### src/rtl/pmod_da2_spi.sv
// pmod_da2_spi: SPI driver for a dual 12-bit Pmod DAC fed by the CORDIC generator.
// It latches signed samples, converts them to offset binary and shifts out back-to-back 16-bit frames.
//
// Ports:
//   clock, resetn         system clock and asynchronous active-low reset
//   en                    frames are issued while high (sampled only in IDLE)
//   sample_a, sample_b    signed samples for channel A (sine) and channel B (cosine)
//   cs, sclk              chip select (active low) and SPI clock (idles high)
//   sdata_a, sdata_b      serial data to the two converters, MSB first
//   busy, frame_done      activity flag and one-cycle end-of-frame pulse
//
// Optional feature: define PMOD_DA2_DUAL_EN to build the channel B path.
// When it is undefined, sdata_b is tied low and sample_b is ignored.

module pmod_da2_spi #(
    parameter int width      = 12,
    parameter int CLK_DIV    = 4,
    parameter int GAP_CYCLES = 8
) (
    input  logic             clock,
    input  logic             resetn,
    input  logic             en,
    input  logic [width-1:0] sample_a,
    input  logic [width-1:0] sample_b,
    output logic             cs,
    output logic             sclk,
    output logic             sdata_a,
    output logic             sdata_b,
    output logic             busy,
    output logic             frame_done
);

    localparam int FW = width + 4;
    localparam int DW = (CLK_DIV > 1) ? $clog2(CLK_DIV) : 1;
    localparam int HW = $clog2(2 * FW);
    localparam int GW = (GAP_CYCLES > 1) ? $clog2(GAP_CYCLES) : 1;

    localparam logic [DW-1:0] DIV_LAST  = DW'(CLK_DIV - 1);
    localparam logic [HW-1:0] HALF_LAST = HW'(2 * FW - 1);
    localparam logic [GW-1:0] GAP_LAST  = GW'(GAP_CYCLES - 1);

    typedef enum logic [1:0] {
        IDLE,
        SHIFT,
        GAP
    } state_t;

    state_t        state, state_n;
    logic [DW-1:0] div_cnt, div_cnt_n;
    logic [HW-1:0] half_cnt, half_cnt_n;
    logic [GW-1:0] gap_cnt, gap_cnt_n;

    // The bit on the wire lives in sdata_x; the shift register only holds
    // the bits still to be sent.
    logic [FW-2:0] sh_a, sh_a_n;
    logic [FW-1:0] word_a;
    logic          cs_n, sclk_n, sdata_a_n, busy_n, done_n;

    // Signed to offset binary: invert the sign bit, pad to the frame width.
    function automatic logic [FW-1:0] to_word(input logic [width-1:0] s);
        return {4'b0000, ~s[width-1], s[width-2:0]};
    endfunction

    assign word_a = to_word(sample_a);

`ifdef PMOD_DA2_DUAL_EN
    logic [FW-2:0] sh_b, sh_b_n;
    logic [FW-1:0] word_b;
    logic          sdata_b_n;

    assign word_b = to_word(sample_b);
`else
    logic unused_sample_b;

    assign unused_sample_b = ^sample_b;
    assign sdata_b         = 1'b0;
`endif

    always_comb begin
        state_n    = state;
        div_cnt_n  = div_cnt;
        half_cnt_n = half_cnt;
        gap_cnt_n  = gap_cnt;
        sh_a_n     = sh_a;
        cs_n       = cs;
        sclk_n     = sclk;
        sdata_a_n  = sdata_a;
        busy_n     = busy;
        done_n     = 1'b0;
`ifdef PMOD_DA2_DUAL_EN
        sh_b_n     = sh_b;
        sdata_b_n  = sdata_b;
`endif
        unique case (state)
            IDLE: begin
                if (en) begin
                    sh_a_n     = word_a[FW-2:0];
                    sdata_a_n  = word_a[FW-1];
`ifdef PMOD_DA2_DUAL_EN
                    sh_b_n     = word_b[FW-2:0];
                    sdata_b_n  = word_b[FW-1];
`endif
                    cs_n       = 1'b0;
                    sclk_n     = 1'b1;
                    busy_n     = 1'b1;
                    div_cnt_n  = '0;
                    half_cnt_n = '0;
                    state_n    = SHIFT;
                end
            end
            SHIFT: begin
                if (div_cnt == DIV_LAST) begin
                    div_cnt_n = '0;
                    // The final wrap closes the frame instead of raising sclk.
                    if (half_cnt == HALF_LAST) begin
                        cs_n      = 1'b1;
                        sclk_n    = 1'b1;
                        sdata_a_n = 1'b0;
`ifdef PMOD_DA2_DUAL_EN
                        sdata_b_n = 1'b0;
`endif
                        done_n    = 1'b1;
                        gap_cnt_n = '0;
                        state_n   = GAP;
                    end else begin
                        half_cnt_n = half_cnt + HW'(1);
                        sclk_n     = ~sclk;
                        // Data moves only on the rising sclk edge, giving a
                        // full half-period of setup and hold around the fall.
                        if (!sclk) begin
                            sdata_a_n = sh_a[FW-2];
                            sh_a_n    = {sh_a[FW-3:0], 1'b0};
`ifdef PMOD_DA2_DUAL_EN
                            sdata_b_n = sh_b[FW-2];
                            sh_b_n    = {sh_b[FW-3:0], 1'b0};
`endif
                        end
                    end
                end else begin
                    div_cnt_n = div_cnt + DW'(1);
                end
            end
            GAP: begin
                if (gap_cnt == GAP_LAST) begin
                    busy_n  = 1'b0;
                    state_n = IDLE;
                end else begin
                    gap_cnt_n = gap_cnt + GW'(1);
                end
            end
            default: begin
                state_n = IDLE;
            end
        endcase
    end

    always_ff @(posedge clock or negedge resetn) begin
        if (!resetn) begin
            state      <= IDLE;
            div_cnt    <= '0;
            half_cnt   <= '0;
            gap_cnt    <= '0;
            sh_a       <= '0;
            cs         <= 1'b1;
            sclk       <= 1'b1;
            sdata_a    <= 1'b0;
            busy       <= 1'b0;
            frame_done <= 1'b0;
        end else begin
            state      <= state_n;
            div_cnt    <= div_cnt_n;
            half_cnt   <= half_cnt_n;
            gap_cnt    <= gap_cnt_n;
            sh_a       <= sh_a_n;
            cs         <= cs_n;
            sclk       <= sclk_n;
            sdata_a    <= sdata_a_n;
            busy       <= busy_n;
            frame_done <= done_n;
        end
    end

`ifdef PMOD_DA2_DUAL_EN
    always_ff @(posedge clock or negedge resetn) begin
        if (!resetn) begin
            sh_b    <= '0;
            sdata_b <= 1'b0;
        end else begin
            sh_b    <= sh_b_n;
            sdata_b <= sdata_b_n;
        end
    end
`endif

endmodule

### config.mk
export PLATFORM = sky130hd
export DESIGN_NAME = pmod_da2_spi
export DESIGN_NICKNAME = d
export VERILOG_FILES = /design/src/rtl/pmod_da2_spi.sv
export SDC_FILE = /design/constraint.sdc
export NUM_CORES = 1
export LEC_CHECK = 0
export CAP_MARGIN = 10
export CORE_AREA = 2 2 62 64
export DETAILED_ROUTE_END_ITERATION = 12
export DIE_AREA = 0 0 64 66
export MAX_ROUTING_LAYER = met4
export PLACE_DENSITY = 0.81
export SLEW_MARGIN = 15
export SYNTH_ARGS = -nofsm -noshare
export SYNTH_HDL_FRONTEND = slang
export SYNTH_SLANG_ARGS = --single-unit
### constraint.sdc
create_clock -name clock -period 4.75 [get_ports clock]
set_input_delay 0.95 -clock clock [delete_from_list [all_inputs] [get_ports clock]]
set_output_delay 0.95 -clock clock [all_outputs]
set_load 0.005 [all_outputs]
==> flow_summary_export.csv, run 1 <==
group,metric,value,unit
clock_network,tritoncts,"yes",
worst_setup_path,arrival,1.41,ns
worst_setup_path,r2r_slack,2.52,ns
final_layout,multi_input_area,823,um^2
worst_setup_path,cp_num_buf_inv,1,
final_layout,drive_above_1_share,0.239,
worst_setup_path,cp_slowest_cell,"dfstp_2",
power_and_ir_drop,p_leak,0.000906,uW
yosys,avgSynthCellArea,12.2,um^2
final_layout,final_common_cell,"dfrtp_1",
grt,first_global_vias,1176,
yosys,synth-seq-cells,32,
worst_setup_path,slowest_delay,0.58,ns
timing,fin_skew,0.00739,ns
final_layout,areaGrowthSynthToFinish,16.3,%
timing,fin_crit,2.36,ns
routing,vias,1138,
min_path,hp-start,"div_cnt[0]",
worst_setup_path,r2r-start,"half_cnt[0]",
die,die_y,66,um
clock_network,clock-root-buffer,"clkbuf_4",
routing,drtPass1Iterations,4,
die,initial_core_util,0.479,
grt,grt_max_degree,38,
min_path,min_to,"div_cnt[0]",
clock_network,cts.reportedPaths.clkPinSlew,0.09,ns
yosys,ys_warn_count,0,
clock_network,cts.sinks,32,
worst_setup_path,r2r_cells,6,
timing,worst_slew_pin_slew,0.643,ns
clock_network,cts-resized-gates,0,
yosys,netlist_top_cells_area,"dfrtp_1, mux2_2, mux2_4, a22o_1, ha_1",
worst_setup_path,path_max_fanout,6,
worst_setup_path,cp_data_required_time,3.80,ns
grt,grt-busiest-layer,"met2",
clock_network,postCtsSetupBuffers,0,
clock_network,clk_latency,0.33,ns
outcome,outcome,"complete, no violations",
yosys,synth_top_cell_by_area,"dfrtp_1",
yosys,yosysUniqueCellTypes,36,
yosys,syn_inst,139,
grt,use_met3,0.0528,
timing,setup-tns-final,0,ns
power_and_ir_drop,power_density,424,nW/um^2
min_path,hold_class,"flip-flop to flip-flop",
final_layout,mostFrequentLayoutCells,"dfrtp_1, clkdlybuf4s50_1, mux2_2",
timing,fin_crit_sh,0.496,
yosys,ys_seq_area_frac,0.473,
final_layout,antenna_cells,0,
place,hpwl,2040,um
grt,grt.total_usage,0.163,
die,fp-row-count,22,
clock_network,clk_path_buf_depth,2,
clock_network,ctsHtreeMaxLevel,2,
yosys,synth_top_area_share,0.442,
timing,hold_violations,0,
place,numPortBuffers,19,
routing,routed_wl,3040,um
die,dieArea,4220,um^2
final_layout,finalNonFillerCells,207,
final_layout,seq_area,805,um^2
place,dp.cells,199,
final_layout,nets,190,
final_layout,fillerInstances,283,
timing,setup_viol,0,
routing,drc,0,
worst_setup_path,reg2reg_to,"sh_a[1]",
worst_setup_path,crit_path_start_kind,"flip-flop",
routing,antenna_left,0,
grt,antenna_found_initial,0,
worst_setup_path,cp-end-kind,"output pin",
grt,globalRouteMet2Util,0.258,
grt,grt-ovfl-total,0,
timing,max-slew-margin-rel,0.571,
yosys,synth_area,1700,um^2
worst_setup_path,path_class,"flip-flop to output pin",
die,die_w,64,um
min_path,worstHoldPathCells,1,
timing,drv_slew,0,
routing,drtIter0Drc,79,
worst_setup_path,path_delay_family,"flip-flops",
routing,viasPerCell,5.50,
clock_network,numCtsBuffers,5,
routing,wire_per_inst,14.7,um
place,gp_congestion,0.725,
final_layout,fin_util,0.557,
grt,grt_pass1_wl,5210,um
grt,use_met1,0.198,
die,io_pins,33,
timing,max_freq,0.424,GHz
die,core,3550,um^2
flow_run,cap_violations,0,
power_and_ir_drop,peakVddDrop,0.000138,V
yosys,syn_nets,171,
clock_network,ctsHoldBuffers,0,
worst_setup_path,crit_chain,"clkdlybuf4s50_1",
timing,grt_setup_unrepaired,"false",
-- synthesized netlist by cell type --
cell type  instances
and3b_1            1
mux2i_1            4
conb_1             1
o211ai_1           1
o21a_4             1
dfstp_2            2
buf_6              3
ha_1               5
buf_4              1
nand3b_1           1
nor3b_1            1
buf_2              1
o31ai_1            1
clkbuf_1           3
a32o_1             2
or2_2              1
and4bb_1           1
xor2_1             1
or4_1              1
o21ai_0            9
nand2b_1           4
o21bai_1           2
inv_1              4
nand3_1            2
o41ai_1            1
o22ai_1            3
mux2_4            10
dfrtp_1           30
and2_1             1
a31oi_1            1
mux2_2            15
nor2b_1            3
nand2_1            9
a22o_1            10
nor2_1             2
and3_1             1
-- flip-flops by register name (all words and copies together) (netlist names) --
signal,cells
sh_a,15
busy,1
sdata_a,1
gap_cnt,3
cs,1
state,2
sclk,1
frame_done,1
div_cnt,2
half_cnt,5
-- area by class of cell --
type                    instances  area share
clock buffers                   6      0.0209
repair buffers                 20       0.100
multi-input cells              95       0.416
clock inverters                 2      0.0177
inverters                       4     0.00759
well taps                      48      0.0304
flip-flops and latches         32       0.407
-- how the worst max path moves through the flow --
stage / start / end / slack, ns / depth (start not counted)
finish: sclk / sclk / 2.39 / 1
global route: sclk / sclk / 2.34 / 1
CTS: state[0] / sh_a[1] / 2.36 / 3
detailed placement: en / sh_a[1] / 2.08 / 4
global placement: en / sh_a[1] / 2.12 / 4
floorplan: half_cnt[0] / sh_a[10] / 2.72 / 8
-- per-layer routing --
metal | routed length, um | up-vias
met2 | 1500 | 15
met3 | 88 | 6
met1 | 1400 | 569
li1 | - | 548
met5 | 0 | -
met4 | 50 | 0
-- logic make-up after synthesis --
group | share of synthesized area
simple gates | 0.0928
xor+xnor | 0.00516
flops | 0.473
other cells | 0.00221
mux | 0.211
fa+ha+maj | 0.0368
compound gates | 0.136
buf+inv | 0.0427
-- stage by stage --
stage	hold slack, ns	area (um^2)	total power [uW]	setup WS, ns
2_1_floorplan	0.460	1700	577	2.72
3_5_place_dp	0.487	1900	643	2.08
5_1_grt	0.530	1980	896	2.34
4_1_cts	0.499	1980	844	2.36
6_report	0.501	1980	838	2.39
3_3_place_gp	0.479	1900	627	2.12
-- where the power goes --
group / total (uW) / internal [uW] / switching [uW]
sequential: 398 / 343 / 55.6
clock: 201 / 110 / 90.2
combinational: 240 / 157 / 82.8
(Power assumes the default switching activity.)
==> run 2, diff against run 1 <==
- clock period: 4.75 -> 2.2 ns (I/O delays scaled with it)
==> flow_summary_export.csv, run 2 (same netlist as run 1, synthesis figures left out) <==
group,metric,value,unit
outcome,outcome,"complete, no violations",
timing,fin_crit,2.06,ns
worst_setup_path,arrival,2.28,ns
timing,setup_viol,0,
power_and_ir_drop,finalPower,1700,uW
routing,drc,0,
worst_setup_path,slowest_delay,0.42,ns
place,place_area,1940,um^2
worst_setup_path,path_common_cell,"ha_1",
final_layout,design_area,1990,um^2
clock_network,postCtsSetupBuffers,0,
die,die_w,64,um
timing,fin_crit_sh,0.938,
place,numPortBuffers,19,
flow_run,cap_violations,0,
final_layout,mostFrequentLayoutCells,"dfrtp_1, clkdlybuf4s50_1, mux2_2",
clock_network,cts.sinks,32,
worst_setup_path,r2r_cells,7,
final_layout,nets,196,
power_and_ir_drop,power_density,851,nW/um^2
final_layout,antenna_cells,0,
timing,hold_violations,0,
clock_network,cts.reportedPaths.clkPinSlew,0.10,ns
routing,routed_wl,3070,um
final_layout,reg.largest.list,"sh_a (15), half_cnt (5), gap_cnt (3)",
final_layout,drive_above_1_share,0.255,
final_layout,largest_register_ffs,15,
power_and_ir_drop,peakVddDrop,0.000256,V
worst_setup_path,reg2reg_to,"sh_a[12]",
grt,antenna_found_initial,0,
final_layout,finalNonFillerCells,213,
grt,grt-ovfl-total,0,
die,fp-row-count,22,
worst_setup_path,crit_chain,"ha_1 > and3_1 > ha_1 > and4bb_1 > buf_4 > mux2_2 > a22o_1",
timing,max-slew-margin-rel,0.582,
clock_network,clk_path_buf_depth,2,
routing,vias,1168,
final_layout,fin_util,0.562,
die,die_y,66,um
die,io_pins,33,
routing,antenna_left,0,
final_layout,areaGrowthSynthToFinish,17.4,%
final_layout,regMostFlops,"sh_a",
routing,drtIter0Drc,42,
routing,viasPerCell,5.48,
final_layout,final_common_cell,"dfrtp_1",
timing,grt_setup_unrepaired,"false",
place,dp.cells,205,
grt,grt.total_usage,0.173,
timing,drv_slew,0,
worst_setup_path,critPathLaunch,"half_cnt[0]",
place,gp_congestion,0.739,
timing,fin_skew,0.0118,ns
routing,drtPass1Iterations,4,
timing,setup-tns-final,0,ns
clock_network,numCtsBuffers,5,
clock_network,tritoncts,"yes",
die,core,3550,um^2
worst_setup_path,r2r-start,"half_cnt[0]",
place,hpwl,2210,um
routing,wire_per_inst,14.4,um
worst_setup_path,cp_num_buf_inv,1,
timing,worst_slew_pin_slew,0.625,ns
worst_setup_path,cp_data_required_time,2.41,ns
worst_setup_path,cp_slowest_cell,"dfrtp_1",
grt,grt_pass1_wl,5340,um
clock_network,ctsHtreeMaxLevel,2,
worst_setup_path,cp-end-kind,"flip-flop",
timing,max_freq,0.485,GHz
power_and_ir_drop,p_leak,0.000922,uW
grt,grt_max_degree,33,
worst_setup_path,path_class,"flip-flop to flip-flop",
clock_network,ctsHoldBuffers,0,
die,initial_core_util,0.479,
grt,first_global_vias,1155,
clock_network,clock-root-buffer,"clkbuf_4",
worst_setup_path,path_delay_family,"simple AND/OR/NAND/NOR gates",
min_path,hold_class,"primary input to async pin",
final_layout,fillerInstances,309,
clock_network,cts-resized-gates,0,
worst_setup_path,path_max_fanout,4,
worst_setup_path,r2r_slack,0.14,ns
worst_setup_path,crit_path_start_kind,"flip-flop",
die,dieArea,4220,um^2
clock_network,clk_latency,0.33,ns
## run 2: cell types whose count changed in the layout (fill, tap and decap cells not counted), sizes merged
cell	before	now
buf	1	7
bufinv	1	0
clkbuf	6	7
## run 2: how the worst max path moves through the flow
| stage | slack [ns] | to | depth (start not counted) |
|---|---|---|---|
| after detailed placement | 0.14 | sh_a[12] | 7 |
| final | 0.14 | sh_a[12] | 7 |
| after CTS | 0.13 | sh_a[12] | 7 |
| after global routing | 0.05 | sh_a[12] | 7 |
| after floorplan | 0.17 | sh_a[10] | 8 |
| after global placement | 0.18 | sh_a[12] | 7 |
## run 2: layer usage
layer	wire, um	GRT usage	vias up
met5	0	-	-
met4	48	0.0897	0
met3	117	0.0579	4
met2	1540	0.276	21
met1	1360	0.194	588
li1	-	-	555
## run 2: where the power goes
group / switching [uW] / leakage, uW / total [uW] / internal (uW)
clock network: 182 / 0.0000293 / 306 / 124
logic: 186 / 0.000495 / 531 / 345
registers: 120 / 0.000399 / 860 / 740
total: 488 / 0.000922 / 1700 / 1210
## run 2: final cells by class
| class | count | area [um^2] | share of cell area |
|---|---|---|---|
| multi-input combinational | 95 | 823 | 0.413 |
| sequential | 32 | 803 | 0.403 |
| timing repair buffer | 26 | 243 | 0.122 |
| tap | 48 | 60.1 | 0.0301 |
| clock buffer | 7 | 45.0 | 0.0226 |
| inverter | 4 | 15.0 | 0.00753 |
| clock inverter | 1 | 5.00 | 0.00251 |
## run 2: worst register-to-register path, delay by kind of cell (launching register included)
kind | cells | cell delay, ns
AO/OA/AOI/OAI | 1 | 0.18
adder cells (fa/ha/maj) | 2 | 0.40
buffers and inverters | 1 | 0.16
flip-flops | 1 | 0.42
multiplexers | 1 | 0.33
AND/OR/NAND/NOR | 2 | 0.47
## run 2: metrics by stage
step                hold WS [ns]  setup WS (ns)
finish                     0.491          0.136
CTS                        0.496          0.129
floorplan                  0.144          0.168
global route               0.518         0.0462
detailed placement         0.485          0.142
global placement           0.480          0.179
==> run 3, diff against run 2 <==
- GPL_TIMING_DRIVEN: not set -> 0
==> flow_summary_export.csv, run 3 (same netlist as run 1, synthesis figures left out) <==
group,metric,value,unit
routing,wl_met3,98,um
routing,antenna_left,0,
grt,grt-ovfl-total,0,
timing,fin_skew,0.00647,ns
final_layout,fin_util,0.570,
worst_setup_path,path_class,"flip-flop to flip-flop",
routing,routed_wl,3230,um
routing,routed.top_layer,"met4",
worst_setup_path,path_max_fanout,10,
routing,drtIter0Drc,60,
worst_setup_path,reg2reg_to,"sh_a[9]",
final_layout,final_common_cell,"dfrtp_1",
timing,grt_setup_unrepaired,"false",
die,die_y,66,um
place,place_area,1940,um^2
timing,setup_ws,0.0638,ns
place,dpl_worst_slack,-0.00465,ns
place,hpwl,2300,um
final_layout,regMostFlops,"sh_a",
power_and_ir_drop,p_leak,0.000929,uW
timing,hold_violations,0,
clock_network,clk_path_buf_depth,2,
power_and_ir_drop,peakVddDrop,0.000277,V
place,numPortBuffers,19,
final_layout,design_area,2020,um^2
place,gp_congestion,0.727,
clock_network,cts.sinks,32,
worst_setup_path,cp-end-kind,"flip-flop",
routing,wl_met1,1450,um
clock_network,numCtsBuffers,5,
worst_setup_path,arrival,2.35,ns
timing,worst_slew_pin_slew,0.700,ns
worst_setup_path,cp_data_required_time,2.41,ns
worst_setup_path,r2r_slack,0.06,ns
clock_network,clk_latency,0.32,ns
final_layout,mostFrequentLayoutCells,"dfrtp_1, clkdlybuf4s50_1, mux2_2",
clock_network,ctsHtreeMaxLevel,2,
final_layout,drive_above_1_share,0.262,
timing,fin_crit,2.14,ns
power_and_ir_drop,power_density,883,nW/um^2
die,io_pins,33,
die,fp-row-count,22,
clock_network,tritoncts,"yes",
timing,whs,0.149,ns
clock_network,ctsHoldBuffers,0,
routing,drc,0,
timing,fin_crit_sh,0.971,
timing,max-slew-margin-rel,0.534,
timing,max_freq,0.468,GHz
worst_setup_path,r2r-start,"half_cnt[0]",
clock_network,cts.reportedPaths.clkPinSlew,0.10,ns
die,core,3550,um^2
clock_network,clock-root-buffer,"clkbuf_4",
routing,vias,1164,
routing,routed-wl-met2,1620,um
flow_run,cap_violations,0,
min_path,hold_class,"primary input to async pin",
final_layout,reg.largest.list,"sh_a (15), half_cnt (5), gap_cnt (3)",
routing,drtPass1Iterations,4,
final_layout,antenna_cells,0,
worst_setup_path,crit_path_start_kind,"flip-flop",
worst_setup_path,critPathLaunch,"half_cnt[0]",
grt,grt_pass1_wl,5310,um
grt,grt_max_degree,33,
routing,wire_per_inst,14.9,um
worst_setup_path,endpoint,"sh_a[9]",
die,die_w,64,um
grt,grt.total_usage,0.167,
grt,antenna_found_initial,0,
die,dieArea,4220,um^2
timing,drv_slew,0,
timing,setup_viol,0,
place,dp.cells,206,
final_layout,areaGrowthSynthToFinish,19.1,%
final_layout,nets,199,
final_layout,largest_register_ffs,15,
grt,first_global_vias,1123,
outcome,outcome,"complete, no violations",
worst_setup_path,r2r_cells,8,
final_layout,finalNonFillerCells,216,
die,initial_core_util,0.479,
routing,viasPerCell,5.39,
-- run 3: changes by cell type in the layout (fill, tap and decap cells not counted), sizes merged --
cell and change:
clkinv -1, buf +1, clkbuf +4, clkdlybuf4s50 -1
-- run 3: timing repair --
item,CTS,global route
gates resized for setup,1,1
endpoints found under the setup margin,9,10
setup buffers,0,2
-- run 3: how the worst min path moves through the flow --
stage                           from          end  slack (ns)  cells past startpoint
after global placement    div_cnt[1]   div_cnt[1]        0.48                      1
after detailed placement     sh_a[0]      sh_a[0]        0.48                      1
after CTS                     resetn   gap_cnt[2]        0.17                      1
after global routing          resetn   gap_cnt[0]        0.20                      1
after floorplan               resetn         busy        0.14                      0
final                         resetn  half_cnt[1]        0.15                      1
-- run 3: worst max-delay path, stage by stage (launching register included) --
cell      delay, ns
dfrtp_1        0.42
ha_1           0.24
and3_1         0.16
ha_2           0.21
and4bb_1       0.27
buf_6          0.12
o21a_4         0.14
buf_8          0.15
mux2_4         0.31
-- run 3: through the flow --
stage | total power (uW) | setup TNS (ns)
4_1_cts | 1770 | 0
2_1_floorplan | 1250 | 0
6_report | 1790 | 0
3_5_place_dp | 1420 | -0.00587
5_1_grt | 1900 | 0
3_3_place_gp | 1370 | 0
-- run 3: layer usage --
layer,up-vias,track usage
met1,571,0.206
met5,-,-
met4,0,0.0761
met2,26,0.268
met3,7,0.0324
li1,560,-
-- run 3: final cells by class --
type                            instances  area (um^2)
Buffer                                  8         61.3
Clock buffer                            8         58.8
Fill cell                             282         1530
Inverter                                4         15.0
Multi-Input combinational cell         95          826
Sequential cell                        32          803
Tap cell                               48         60.1
Timing Repair Buffer                   21          200
-- run 3: where the power goes --
part / leakage (uW) / switching, uW / internal, uW
Combinational: 0.000498 / 207 / 375
Sequential: 0.000399 / 117 / 740
Clock: 0.0000326 / 191 / 158
